<file path="src/rtl/score_collector.sv">
// -----------------------------------------------------------------------------
// score_collector
//
// Collects the ten class scores of one frame from a valid/ready stream. It
// tracks the running argmax while collecting, then presents the whole frame
// with its maximum to the softmax stage until the consumer takes it.
//
// Ports
//   clk          rising-edge clock
//   rst          synchronous, active-high reset
//   in_valid     in_score / in_last valid this cycle
//   in_ready     collector accepts a score this cycle (COLLECT and not in reset)
//   in_score     signed class score, classes arrive in order 0..9
//   in_last      marks the 10th score of a frame
//   scores_out   buffered scores, entry i is class i (meaningful while out_valid)
//   out_valid    complete frame presented
//   out_ready    downstream consumes the presented frame
//   max_index    argmax class of the presented frame (ties -> lowest index)
//   max_value    maximum score of the presented frame
//   frame_err    one-cycle pulse after a badly framed score sequence
//   frame_count  number of frames handed off, wraps at 16 bits
// -----------------------------------------------------------------------------
module score_collector #(
  parameter  int LAYER2_BITS = 61,
  localparam int W           = LAYER2_BITS + 25
) (
  input  logic                 clk,
  input  logic                 rst,
  input  logic                 in_valid,
  output logic                 in_ready,
  input  logic signed [W-1:0]  in_score,
  input  logic                 in_last,
  output logic [9:0][W-1:0]    scores_out,
  output logic                 out_valid,
  input  logic                 out_ready,
  output logic [3:0]           max_index,
  output logic signed [W-1:0]  max_value,
  output logic                 frame_err,
  output logic [15:0]          frame_count
);

  typedef enum logic {
    COLLECT = 1'b0,
    PRESENT = 1'b1
  } state_e;

  localparam logic [3:0] LAST_CNT = 4'd9;

  state_e                state_q, state_d;
  logic [3:0]            cnt_q, cnt_d;
  logic [9:0][W-1:0]     scores_q, scores_d;
  logic [3:0]            max_idx_q, max_idx_d;
  logic signed [W-1:0]   max_val_q, max_val_d;
  logic                  frame_err_q, frame_err_d;
  logic [15:0]           frame_count_q, frame_count_d;

  logic accept;

  // Gating with rst keeps the producer stalled during the reset cycle itself.
  assign in_ready = (state_q == COLLECT) && !rst;
  assign accept   = in_valid && in_ready;

  always_comb begin
    // NOTE: every comb output gets a default first so no path infers a latch.
    state_d       = state_q;
    cnt_d         = cnt_q;
    scores_d      = scores_q;
    max_idx_d     = max_idx_q;
    max_val_d     = max_val_q;
    frame_err_d   = 1'b0;
    frame_count_d = frame_count_q;

    unique case (state_q)
      COLLECT: begin
        if (accept) begin
          scores_d[cnt_q] = in_score;
          // First score seeds the running max; later ones replace it only when
          // strictly larger, so ties keep the lower class index.
          if (cnt_q == 4'd0 || in_score > max_val_q) begin
            max_val_d = in_score;
            max_idx_d = cnt_q;
          end

          if (in_last && cnt_q == LAST_CNT) begin
            state_d = PRESENT;
            cnt_d   = 4'd0;
          end else if (in_last || cnt_q == LAST_CNT) begin
            // in_last and the 10th slot disagree: drop the frame and resync.
            frame_err_d = 1'b1;
            cnt_d       = 4'd0;
          end else begin
            cnt_d = cnt_q + 4'd1;
          end
        end
      end

      PRESENT: begin
        if (out_ready) begin
          state_d       = COLLECT;
          cnt_d         = 4'd0;
          frame_count_d = frame_count_q + 16'd1;
        end
      end

      default: state_d = COLLECT;
    endcase
  end

  // NOTE: sequential state uses non-blocking assignments so every flop samples
  // the pre-edge values of the others.
  always_ff @(posedge clk) begin
    if (rst) begin
      state_q       <= COLLECT;
      cnt_q         <= 4'd0;
      // NOTE: the score buffer is reset too, because consumers expect zeroed
      // entries after reset; it is small enough to live in flops.
      scores_q      <= '0;
      max_idx_q     <= 4'd0;
      max_val_q     <= '0;
      frame_err_q   <= 1'b0;
      frame_count_q <= 16'd0;
    end else begin
      state_q       <= state_d;
      cnt_q         <= cnt_d;
      scores_q      <= scores_d;
      max_idx_q     <= max_idx_d;
      max_val_q     <= max_val_d;
      frame_err_q   <= frame_err_d;
      frame_count_q <= frame_count_d;
    end
  end

  assign scores_out  = scores_q;
  assign out_valid   = (state_q == PRESENT);
  assign max_index   = max_idx_q;
  assign max_value   = max_val_q;
  assign frame_err   = frame_err_q;
  assign frame_count = frame_count_q;

endmodule

</file>
<file path="config.mk">
export PLATFORM = sky130hd
export DESIGN_NAME = score_collector
export DESIGN_NICKNAME = d
export VERILOG_FILES = /design/src/rtl/score_collector.sv
export SDC_FILE = /design/constraint.sdc
export NUM_CORES = 2
export LEC_CHECK = 0
export CELL_PAD_IN_SITES_DETAIL_PLACEMENT = 0
export CELL_PAD_IN_SITES_GLOBAL_PLACEMENT = 2
export CORE_AREA = 5 5 406 408
export CTS_CLUSTER_SIZE = 40
export DETAILED_ROUTE_END_ITERATION = 6
export DIE_AREA = 0 0 411 413
export GPL_TIMING_DRIVEN = 0
export HOLD_SLACK_MARGIN = 0.1
export PLACE_DENSITY_LB_ADDON = 0.1
export SKIP_LAST_GASP = 1
export SLEW_MARGIN = 15
export SYNTH_ARGS = -nofsm -noshare
export SYNTH_HDL_FRONTEND = slang
export SYNTH_SLANG_ARGS = --single-unit
export TNS_END_PERCENT = 5
</file>
<file path="constraint.sdc">
create_clock -name clk -period 4.7 [get_ports clk]
set_input_delay 0.47 -clock clk [delete_from_list [all_inputs] [get_ports clk]]
set_output_delay 0.47 -clock clk [all_outputs]
set_load 0.1 [all_outputs]
</file>
==> insert_results.sql <==
INSERT INTO impl_metrics (metric_group, metric, value, unit) VALUES
('outcome', 'run_status', 'completed', ''),
('route', 'detail_route.wl_per_cell', '27.97', 'um'),
('cts', 'cts_setup_buffers', '2', ''),
('cts', 'root_driver', 'sky130_fd_sc_hd__clkbuf_16', ''),
('setup_path', 'top_fanout_value_on_the_critical_path', '10', ''),
('route', 'antenna_left', '0', ''),
('synthesis', 'postSynth.topFlopCell', 'sky130_fd_sc_hd__dfxtp_1', ''),
('pwr', 'power.density_cell_area', '389.4', 'nW/um2'),
('route', 'first_pass_iters', '5', ''),
('synthesis', 'synth_top_family_by_area', 'simple AND/OR/NAND/NOR gates', ''),
('timing', 'fin_skew', '0.02033', 'ns'),
('synthesis', 'yosysSeqAreaShare', '53.37', '%'),
('synthesis', 'synth.largest_area_cell', 'sky130_fd_sc_hd__dfxtp_1', ''),
('hold_path', 'timing.hold.worst.class', 'in -> reg', ''),
('synthesis', 'synthXorXnorAreaFrac', '0.2642', '%'),
('cts', 'cts_tree', 'yes', ''),
('setup_path', 'path_class', 'reg -> reg', ''),
('synthesis', 'synth.yosys.warnings', '0', ''),
('finish', 'fill_cells', '17230', ''),
('setup_path', 'timing.critical_path.arrival', '5.02', 'ns'),
('route', 'detailedRoute.firstIterationViolations', '2621', ''),
('job', 'drv_cap', '0', ''),
('synthesis', 'post_synth_num_cell_types', '53', ''),
('synthesis', 'postSynthNetCount', '4770', ''),
('synthesis', 'synthMuxAreaShare', '0.06863', '%'),
('synthesis', 'synth-edff-count', '0', ''),
('cts', 'postCtsHoldBufs', '0', ''),
('global_routing', 'grtUsageTotal', '25.29', '%'),
('setup_path', 'start_kind', 'register', ''),
('timing', 'timing.final.crit_period', '4.378', 'ns'),
('synthesis', 'synthArstFlopShare', '0', '%'),
('synthesis', 'synth-seq-cells', '972', ''),
('placed_design', 'place.gp.congestion', '0.8193', ''),
('placed_design', 'place_worst_setup_slack', '-0.6404', 'ns'),
('pwr', 'power.static_leakage', '18.07', 'nW'),
('timing', 'report.final.setup_viol', '0', ''),
('timing', 'timing.final.max_slew_violations', '0', ''),
('timing', 'slew-limit-headroom', '15.78', '%'),
('cts', 'ctsLongestPathBuffers', '3', ''),
('pwr', 'total_switching_power', '6.432', 'mW'),
('timing', 'layout_worst_path_cycle_share', '93.14', '%'),
('route', 'drc_errors', '0', ''),
('setup_path', 'critPathCaptureType', 'register', ''),
('finish', 'flow.area_growth_from_synthesis', '48.10', '%'),
('setup_path', 'regToRegSetupSlack', '0.32', 'ns'),
('floorplan', 'initial_utilization', '22.61', '%'),
('pwr', 'power.share.clock', '44.9', '%'),
('route', 'route.vias.total', '36680', ''),
('synthesis', 'synth_compound_area_share', '17.53', '%'),
('synthesis', 'synth_fa_ha_area_share', '3.123', '%'),
('pwr', 'internal_power', '14.60', 'mW'),
('cts', 'cts.sink_count', '972', ''),
('global_routing', 'maximum_number_of_pins_on_one_net_before_global_route_repair', '17', ''),
('synthesis', 'post-synth-top-count-cell', 'sky130_fd_sc_hd__nand2_1', ''),
('placed_design', 'hpwl', '170200', 'um'),
('route', 'totalWireLength', '225700', 'um'),
('timing', 'max_freq', '0.2284', 'GHz'),
('placed_design', 'portBuffers', '1058', ''),
('synthesis', 'yosys-top-cells-count', 'sky130_fd_sc_hd__nand2_1 (1761), sky130_fd_sc_hd__dfxtp_1 (972), sky130_fd_sc_hd__a21oi_1 (910)', ''),
('timing', 'grt_setup_unrepaired', 'no', ''),
('floorplan', 'core-area', '161300', 'um2'),
('finish', 'drive_above_1_share', '6.009', '%'),
('finish', 'final_nets', '5961', ''),
('cts', 'number_of_clock_buffers_inserted_by_tritoncts', '119', ''),
('cts', 'clk_pin_slew', '0.06', 'ns'),
('timing', 'hold_violations', '0', ''),
('global_routing', 'grt_first_pass_wirelength', '299500', 'um'),
('synthesis', 'netlist_area', '36460', 'um2'),
('pwr', 'vdd_ir_drop_max', '0.3327', 'mV'),
('synthesis', 'synth_top_area_share', '53.37', '%'),
('pwr', 'total_power', '21.03', 'mW');
[registers in the layout, summed over array words and instances, names as in the netlist]
signal / flops
cnt_q: 4
frame_count: 16
frame_err: 1
max_index: 4
max_value: 86
out_valid: 1
scores_out: 860
[power by group through the flow]
stage / clock network (mW) / logic [mW] / registers, mW
after CTS: 9.69 / 3.13 / 8.50
after global placement: 0 / 3.11 / 8.68
after floorplan: 0 / 0.822 / 9.78
after detailed placement: 0 / 3.12 / 8.68
after global routing: 9.99 / 3.24 / 8.51
final: 9.44 / 3.09 / 8.50
[layer usage]
layer  vias up  global-route usage [%]  part of all wire, %
li1      17460                       -                    -
met1     17810                   31.40                   41
met2      1191                   42.77                   48
met3       218                   7.003                  7.9
met4         6                   7.462                  2.5
met5         -                       0                0.016
[logic make-up after synthesis]
group	Yosys count
adders and majority gates	91
DFF	972
and+or+nand+nor	1871
AOI/OAI and AO/OA	1127
muxes	2
buffers and inverters	514
xor gates and xnor gates	11
[final cells by class]
type                            instances  area [um2]  share of cell area (%)
Sequential cell                       972       19460                   36.03
Antenna cell                           20       50.05                 0.09268
Clock inverter                         26       311.5                  0.5769
Multi-Input combinational cell       3102       14940                   27.67
Tap cell                             2175        2721                   5.040
Buffer                                422        1744                   3.230
Clock buffer                          191        3622                   6.708
Inverter                               92       345.3                  0.6395
Timing Repair Buffer                 1070       10810                   20.01
[worst max-delay path: stages, from the launching register on]
cell and delay (ns):
sky130_fd_sc_hd__dfxtp_1 0.55, sky130_fd_sc_hd__inv_1 0.14, sky130_fd_sc_hd__ha_1 0.32, sky130_fd_sc_hd__nand4_1 0.21, sky130_fd_sc_hd__nor4_4 0.38, sky130_fd_sc_hd__buf_12 0.16, sky130_fd_sc_hd__nand3_1 0.14, sky130_fd_sc_hd__a31oi_1 0.42
sky130_fd_sc_hd__nor3_1 0.30, sky130_fd_sc_hd__o21ai_2 0.35, sky130_fd_sc_hd__buf_2 0.53, sky130_fd_sc_hd__clkbuf_1 0.45, sky130_fd_sc_hd__o21ai_0 0.21, sky130_fd_sc_hd__o41ai_2 0.10
[cells in the final DEF, fill, tap and decap left out, types with 17 or more instances in the layout]
| master | Yosys | routed |
|---|---|---|
| sky130_fd_sc_hd__diode_2 | 0 | 20 |
| sky130_fd_sc_hd__ha_1 | 91 | 91 |
| sky130_fd_sc_hd__clkbuf_2 | 5 | 26 |
| sky130_fd_sc_hd__buf_2 | 54 | 67 |
| sky130_fd_sc_hd__nor2_1 | 20 | 20 |
| sky130_fd_sc_hd__nand3_1 | 18 | 18 |
| sky130_fd_sc_hd__clkinv_2 | 0 | 17 |
| sky130_fd_sc_hd__buf_1 | 18 | 18 |
| sky130_fd_sc_hd__nand2_1 | 1761 | 1761 |
| sky130_fd_sc_hd__clkbuf_1 | 338 | 355 |
| sky130_fd_sc_hd__clkbuf_8 | 0 | 31 |
| sky130_fd_sc_hd__o41ai_1 | 40 | 40 |
| sky130_fd_sc_hd__o41ai_2 | 45 | 45 |
| sky130_fd_sc_hd__o21ai_0 | 104 | 104 |
| sky130_fd_sc_hd__inv_1 | 92 | 92 |
| sky130_fd_sc_hd__a21oi_1 | 910 | 910 |
| sky130_fd_sc_hd__clkbuf_16 | 0 | 122 |
| sky130_fd_sc_hd__dfxtp_1 | 972 | 972 |
| sky130_fd_sc_hd__clkdlybuf4s50_1 | 0 | 1045 |
| sky130_fd_sc_hd__nand4_1 | 18 | 18 |
[per-stage QoR]
stage	setup TNS (ns)	cells	cell area (um2)
3_5_place_dp	-48.61	7831	49990
2_1_floorplan	0	4588	36460
4_1_cts	0	8050	53960
3_3_place_gp	-53.66	7821	49770
6_report	0	8070	54000
5_1_grt	0	8062	53980
[path summary, 6_finish.rpt]
check | start | to | cells after the start
max | max_value[84] | max_value[75] | 13
min | in_score[12] | scores_out[12] | 3
max reg2reg | max_value[84] | max_value[75] | 13
min reg2reg | scores_out[577] | scores_out[577] | 2
Power figures use the tool's default switching activity.
